### config.mk
export PLATFORM = sky130hd
export DESIGN_NAME = mem_arbiter
export DESIGN_NICKNAME = d
export VERILOG_FILES = /design/src/rtl/mem_arbiter.sv
export SDC_FILE = /design/constraint.sdc
export NUM_CORES = 1
export LEC_CHECK = 0
export BUFFER_PORTS_ARGS = -buffer_cell sky130_fd_sc_hd__buf_2
export CAP_MARGIN = 15
export CORE_MARGIN = 2
export CORE_UTILIZATION = 43
export CTS_BUF_LIST = sky130_fd_sc_hd__clkbuf_4
export DETAILED_ROUTE_END_ITERATION = 8
export PLACE_DENSITY = 0.82
export SYNTH_ARGS = -nofsm -noshare
export SYNTH_HDL_FRONTEND = slang
export SYNTH_SLANG_ARGS = --single-unit
### constraint.sdc
create_clock -name CLK -period 1.48 [get_ports CLK]
set_input_delay 0.148 -clock CLK [delete_from_list [all_inputs] [get_ports CLK]]
set_output_delay 0.148 -clock CLK [all_outputs]
set_load 0.03 [all_outputs]
### src/rtl/mem_arbiter.sv
// rtl/mem_arbiter.sv - instruction/data arbiter driving the request side of the variable-latency ram
// Data wins by default; the instruction port is forced after MAX_DSTREAK back-to-back data grants.
module mem_arbiter #(
   parameter int MAX_DSTREAK = 4,
   parameter int TIMEOUT     = 64
) (
   input  logic        CLK,
   input  logic        RST,
   input  logic        iREN,
   input  logic [31:0] iaddr,
   output logic [31:0] iload,
   output logic        ihit,
   input  logic        dREN,
   input  logic        dWEN,
   input  logic [31:0] daddr,
   input  logic [31:0] dstore,
   output logic [31:0] dload,
   output logic        dhit,
   output logic        ramREN,
   output logic        ramWEN,
   output logic [31:0] ramaddr,
   output logic [31:0] ramstore,
   input  logic [31:0] ramload,
   input  logic [1:0]  ramstate,
   output logic        err
);

   localparam logic [1:0] RAM_ACCESS = 2'd2;
   localparam logic [1:0] RAM_ERROR  = 2'd3;
   localparam int         SW         = $clog2(MAX_DSTREAK + 1);
   localparam int         TW         = $clog2(TIMEOUT) + 1;
   localparam logic [TW-1:0] TMO_LAST = TW'(TIMEOUT - 1);

   typedef enum logic [2:0] {
      S_IDLE    = 3'd0,
      S_GRANT_I = 3'd1,
      S_GRANT_D = 3'd2,
      S_RESP    = 3'd3,
      S_ERR     = 3'd4
   } state_t;

   state_t        r_state,    w_state;
   logic [SW-1:0] r_streak,   w_streak;
   logic [TW-1:0] r_tmo,      w_tmo;
   logic          r_ramren,   w_ramren;
   logic          r_ramwen,   w_ramwen;
   logic [31:0]   r_ramaddr,  w_ramaddr;
   logic [31:0]   r_ramstore, w_ramstore;
   logic [31:0]   r_iload,    w_iload;
   logic [31:0]   r_dload,    w_dload;
   logic          r_ihit,     w_ihit;
   logic          r_dhit,     w_dhit;
   logic          r_err,      w_err;

   logic          w_dreq;
   logic          w_streak_ok;
   logic [SW-1:0] w_streak_inc;

   assign w_dreq       = dREN | dWEN;
   assign w_streak_ok  = (r_streak < SW'(MAX_DSTREAK));
   assign w_streak_inc = w_streak_ok ? (r_streak + SW'(1)) : r_streak;

   always_ff @(posedge CLK) begin
      if (RST) begin
         r_state    <= S_IDLE;
         r_streak   <= '0;
         r_tmo      <= '0;
         r_ramren   <= 1'b0;
         r_ramwen   <= 1'b0;
         r_ramaddr  <= '0;
         r_ramstore <= '0;
         r_iload    <= '0;
         r_dload    <= '0;
         r_ihit     <= 1'b0;
         r_dhit     <= 1'b0;
         r_err      <= 1'b0;
      end else begin
         r_state    <= w_state;
         r_streak   <= w_streak;
         r_tmo      <= w_tmo;
         r_ramren   <= w_ramren;
         r_ramwen   <= w_ramwen;
         r_ramaddr  <= w_ramaddr;
         r_ramstore <= w_ramstore;
         r_iload    <= w_iload;
         r_dload    <= w_dload;
         r_ihit     <= w_ihit;
         r_dhit     <= w_dhit;
         r_err      <= w_err;
      end
   end

   always_comb begin
      w_state    = r_state;
      w_streak   = r_streak;
      w_tmo      = r_tmo;
      w_ramren   = r_ramren;
      w_ramwen   = r_ramwen;
      w_ramaddr  = r_ramaddr;
      w_ramstore = r_ramstore;
      w_iload    = r_iload;
      w_dload    = r_dload;
      w_ihit     = 1'b0;
      w_dhit     = 1'b0;
      w_err      = r_err;

      case (r_state)
         S_IDLE: begin
            w_tmo = '0;
            if (w_dreq && (!iREN || w_streak_ok)) begin
               // write wins when both data strobes are raised together
               w_state    = S_GRANT_D;
               w_ramaddr  = daddr;
               w_ramstore = dstore;
               w_ramwen   = dWEN;
               w_ramren   = ~dWEN;
               w_streak   = iREN ? w_streak_inc : '0;
            end else if (iREN) begin
               w_state   = S_GRANT_I;
               w_ramaddr = iaddr;
               w_ramren  = 1'b1;
               w_ramwen  = 1'b0;
               w_streak  = '0;
            end else begin
               w_streak = '0;
            end
         end

         S_GRANT_I, S_GRANT_D: begin
            if (ramstate == RAM_ACCESS) begin
               w_state  = S_RESP;
               w_ramren = 1'b0;
               w_ramwen = 1'b0;
               w_tmo    = '0;
               if (r_state == S_GRANT_I) begin
                  w_iload = ramload;
                  w_ihit  = 1'b1;
               end else begin
                  if (!r_ramwen) begin
                     w_dload = ramload;
                  end
                  w_dhit = 1'b1;
               end
            end else if ((ramstate == RAM_ERROR) || (r_tmo == TMO_LAST)) begin
               w_state  = S_ERR;
               w_ramren = 1'b0;
               w_ramwen = 1'b0;
               w_err    = 1'b1;
            end else begin
               w_tmo = r_tmo + TW'(1);
            end
         end

         // one hit cycle; requests are deliberately not sampled here
         S_RESP: begin
            w_state = S_IDLE;
         end

         S_ERR: begin
            w_ramren = 1'b0;
            w_ramwen = 1'b0;
            w_err    = 1'b1;
         end

         default: begin
            w_state = S_IDLE;
         end
      endcase
   end

   assign ramREN   = r_ramren;
   assign ramWEN   = r_ramwen;
   assign ramaddr  = r_ramaddr;
   assign ramstore = r_ramstore;
   assign iload    = r_iload;
   assign dload    = r_dload;
   assign ihit     = r_ihit;
   assign dhit     = r_dhit;
   assign err      = r_err;

endmodule

==> results.yml <==
critical_path:
  r2r_slack_ps: -50
  path_cells: "or3_4 -> nor2_4 -> buf_12 -> clkbuf_16 -> nor2_2 -> a211oi_1"
  critPathMaxFanout: 7
  crit_required_ps: 1910
  cp_slowest_cell: "dfxtp_4"
  criticalPathCategory: "reg -> reg"
  cp_slowest_stage_delay_ps: 390
  endpoint_kind: "flip-flop"
  critPathArrivalTime_ps: 1960
  cp-start-kind: "flip-flop"
power:
  vdd_ir_drop_max_mv: 1.07
  leakagePower_nw: 4.29
  power.total_mw: 10.3
  powerDensity_nw_per_um2: 1100
layout:
  drive_above_1_share_pct: 36.5
  fill_cells: 887
  area_growth_pct: 64.6
  final_cell_mix: "265 x buf_2, 202 x nand2_1, 142 x dfxtp_1"
  multi_input_area_um2: 2670
  layout_commonest_cell: "buf_2"
  seq_area_um2: 2930
  finish.net_count: 1218
synth:
  synth_xor_area_share_pct: 0.154
  synth.area.top_cells: "dfxtp_1 51%, nand2_1 13%, a21oi_1 9.2%, mux2i_1 5.6%, a211oi_2 4.4%"
  syn-num-nets: 809
  syn_area_per_cell_um2: 8.47
  synthCells: 672
  yosys.area_share.simple_pct: 19.7
  ys_ff_latch: 146
  synth_top_area_share_pct: 51.3
  synth-seq-area-share_pct: 51.3
  syn_area_um2: 5690
  synth_edf_count: 0
  yosys.cell_types.count: 37
  synth_fa_ha_area_share_pct: 0.440
  yosys_warnings: 0
  synth.area.mux_share_pct: 5.63
  synth_compound_area_share_pct: 17.9
  synth_top_area_cell: "dfxtp_1"
  synth_top_family_by_area: "simple AND/OR/NAND/NOR gates"
  synth_async_sr_flop_share_pct: 0
  synth_flop_cell: "dfxtp_1"
routing:
  firstDrtPassIters: 7
  avgViaCountPerCell: 5.17
  vias: 6576
  drt_iter0_drc: 587
  routed_wl_mm: 21.5
  ant_nets: 0
  post_drt_wl_per_cell_um: 16.9
  route.detailed.drc: 0
timing:
  worst_pin_slew_ps: 476
  hold_slack_ps: 47.0
  slew_headroom_pct: 68.2
  hold_viol: 0
  period_share_pct: 103
  setup_slack_ps: -50.5
  setup_viol: 25
  rsz0062_at_grt: "yes"
  min_period_ps: 1530
  fin_skew_ps: 22.0
  slew_viol_final: 0
  fmax_mhz: 653
cts:
  clockBufferDepth: 2
  cts_tree: "done"
  cts_sinks: 146
  clock_latency_ps: 540
  clkTransAtPathRegs_ps: 130
  cts_root_buf: "clkbuf_4"
  htreeDepth: 4
  numCtsBuffers: 17
place:
  hpwlAfterDp_mm: 11.0
  gp_congestion: 0.816
  dp_slack_ps: -105
  port_buffers: 267
hold_path:
  min_path_type: "in -> reg"
outcome:
  outcome: "complete, but fails checks"
  failed_checks: "negative setup slack"
die:
  dieHeight_um: 119
  dieArea_um2: 14200
  ioPinCount: 268
  fp.coreArea_um2: 13100
  die_w_um: 119
  num_rows: 42
  start_util_pct: 43.5
global_route:
  grt_use_total_pct: 27.1
  grt_pass1_wl_mm: 30.8
  grt_max_degree: 95
  grt-ovfl-total: 0
  antenna_found_initial: 1
  grt_pass1_vias: 6312
flow_run:
  drv_cap: 0
==> through the flow <==
step / setup TNS, ps / cell area (um2) / cells / util [%]
3_3_place_gp: -282 / 7410 / 1095 / 56.6
5_1_grt: -4200 / 9370 / 1271 / 71.6
6_report: -485 / 9370 / 1271 / 71.6
3_5_place_dp: -1110 / 7410 / 1095 / 56.6
2_1_floorplan: -681 / 5750 / 672 / -
4_1_cts: -412 / 9030 / 1256 / 69.0
==> cell type report <==
class	count	share of cell area, %
repair buffers	442	34.6
flip-flops and latches	146	31.3
inverters	5	0.200
diodes	1	0.0267
well taps	176	2.35
clock inverters	14	1.55
clock buffers	18	1.44
multi-input cells	469	28.5
==> layer usage <==
layer | part of all wire [%] | track usage [%] | up-vias
li1 | - | - | 3091
met1 | 38 | 29.8 | 2999
met2 | 50 | 46.2 | 382
met3 | 7.5 | 8.38 | 104
met4 | 4.9 | 15.8 | 0
met5 | 0 | 0 | -
==> kinds of logic after synthesis <==
family / count (synthesis)
buffers and inverters: 57
and+or+nand+nor: 274
xor gates and xnor gates: 1
AOI/OAI and AO/OA: 160
adders and majority gates: 2
DFF: 146
muxes: 32
==> worst max-delay path, delay by kind of cell (launching register included) <==
family	cells	cell delay [ps]
AOI/OAI and AO/OA	1	210
and+or+nand+nor	3	550
buffers and inverters	2	280
DFF	1	390
==> state kept, by name (all words and copies together) (netlist names) <==
register / cells
iload: 32
err: 1
ramstore: 32
ramWEN: 1
dhit: 1
ramREN: 1
ihit: 1
ramaddr: 32
r_streak: 3
r_tmo: 7
dload: 32
r_state: 3
==> worst paths after layout <==
kind                      from      endpoint  depth (start not counted)
hold / removal       daddr[14]   ramaddr[14]                          3
setup reg to reg    r_state[0]   ramaddr[30]                          6
hold reg to reg   ramstore[10]  ramstore[10]                          2
setup / recovery    r_state[0]   ramaddr[30]                          6
==> report_power, final <==
group / internal (mW) / leakage [nW] / switching, mW
Combinational: 1.37 / 2.94 / 1.89
Sequential: 4.26 / 1.19 / 0.194
Clock: 1.15 / 0.155 / 1.42
Total: 6.78 / 4.29 / 3.51
==> timing repair <==
| action | in CTS | in global routing |
|---|---|---|
| endpoints found under the setup margin | 50 | 81 |
| pin swaps | 2 | 15 |
| gates cloned | 1 | 7 |
| hold endpoints to repair | 137 | 1 |
| buffers inserted | 1 | 6 |
| hold buffers | 127 | 1 |
| gates resized for setup | 11 | 38 |
==> synthesized netlist by cell type (6+ instances only) <==
library cell	count
a31oi_1	9
a211oi_1	13
mux2i_1	32
nor2_1	37
dfxtp_1	146
a211oi_2	20
nor3_1	6
nand2_1	203
clkbuf_1	27
buf_2	18
nand3_1	6
a21oi_1	105
nand2b_1	6
Power figures use the tool's default switching activity.
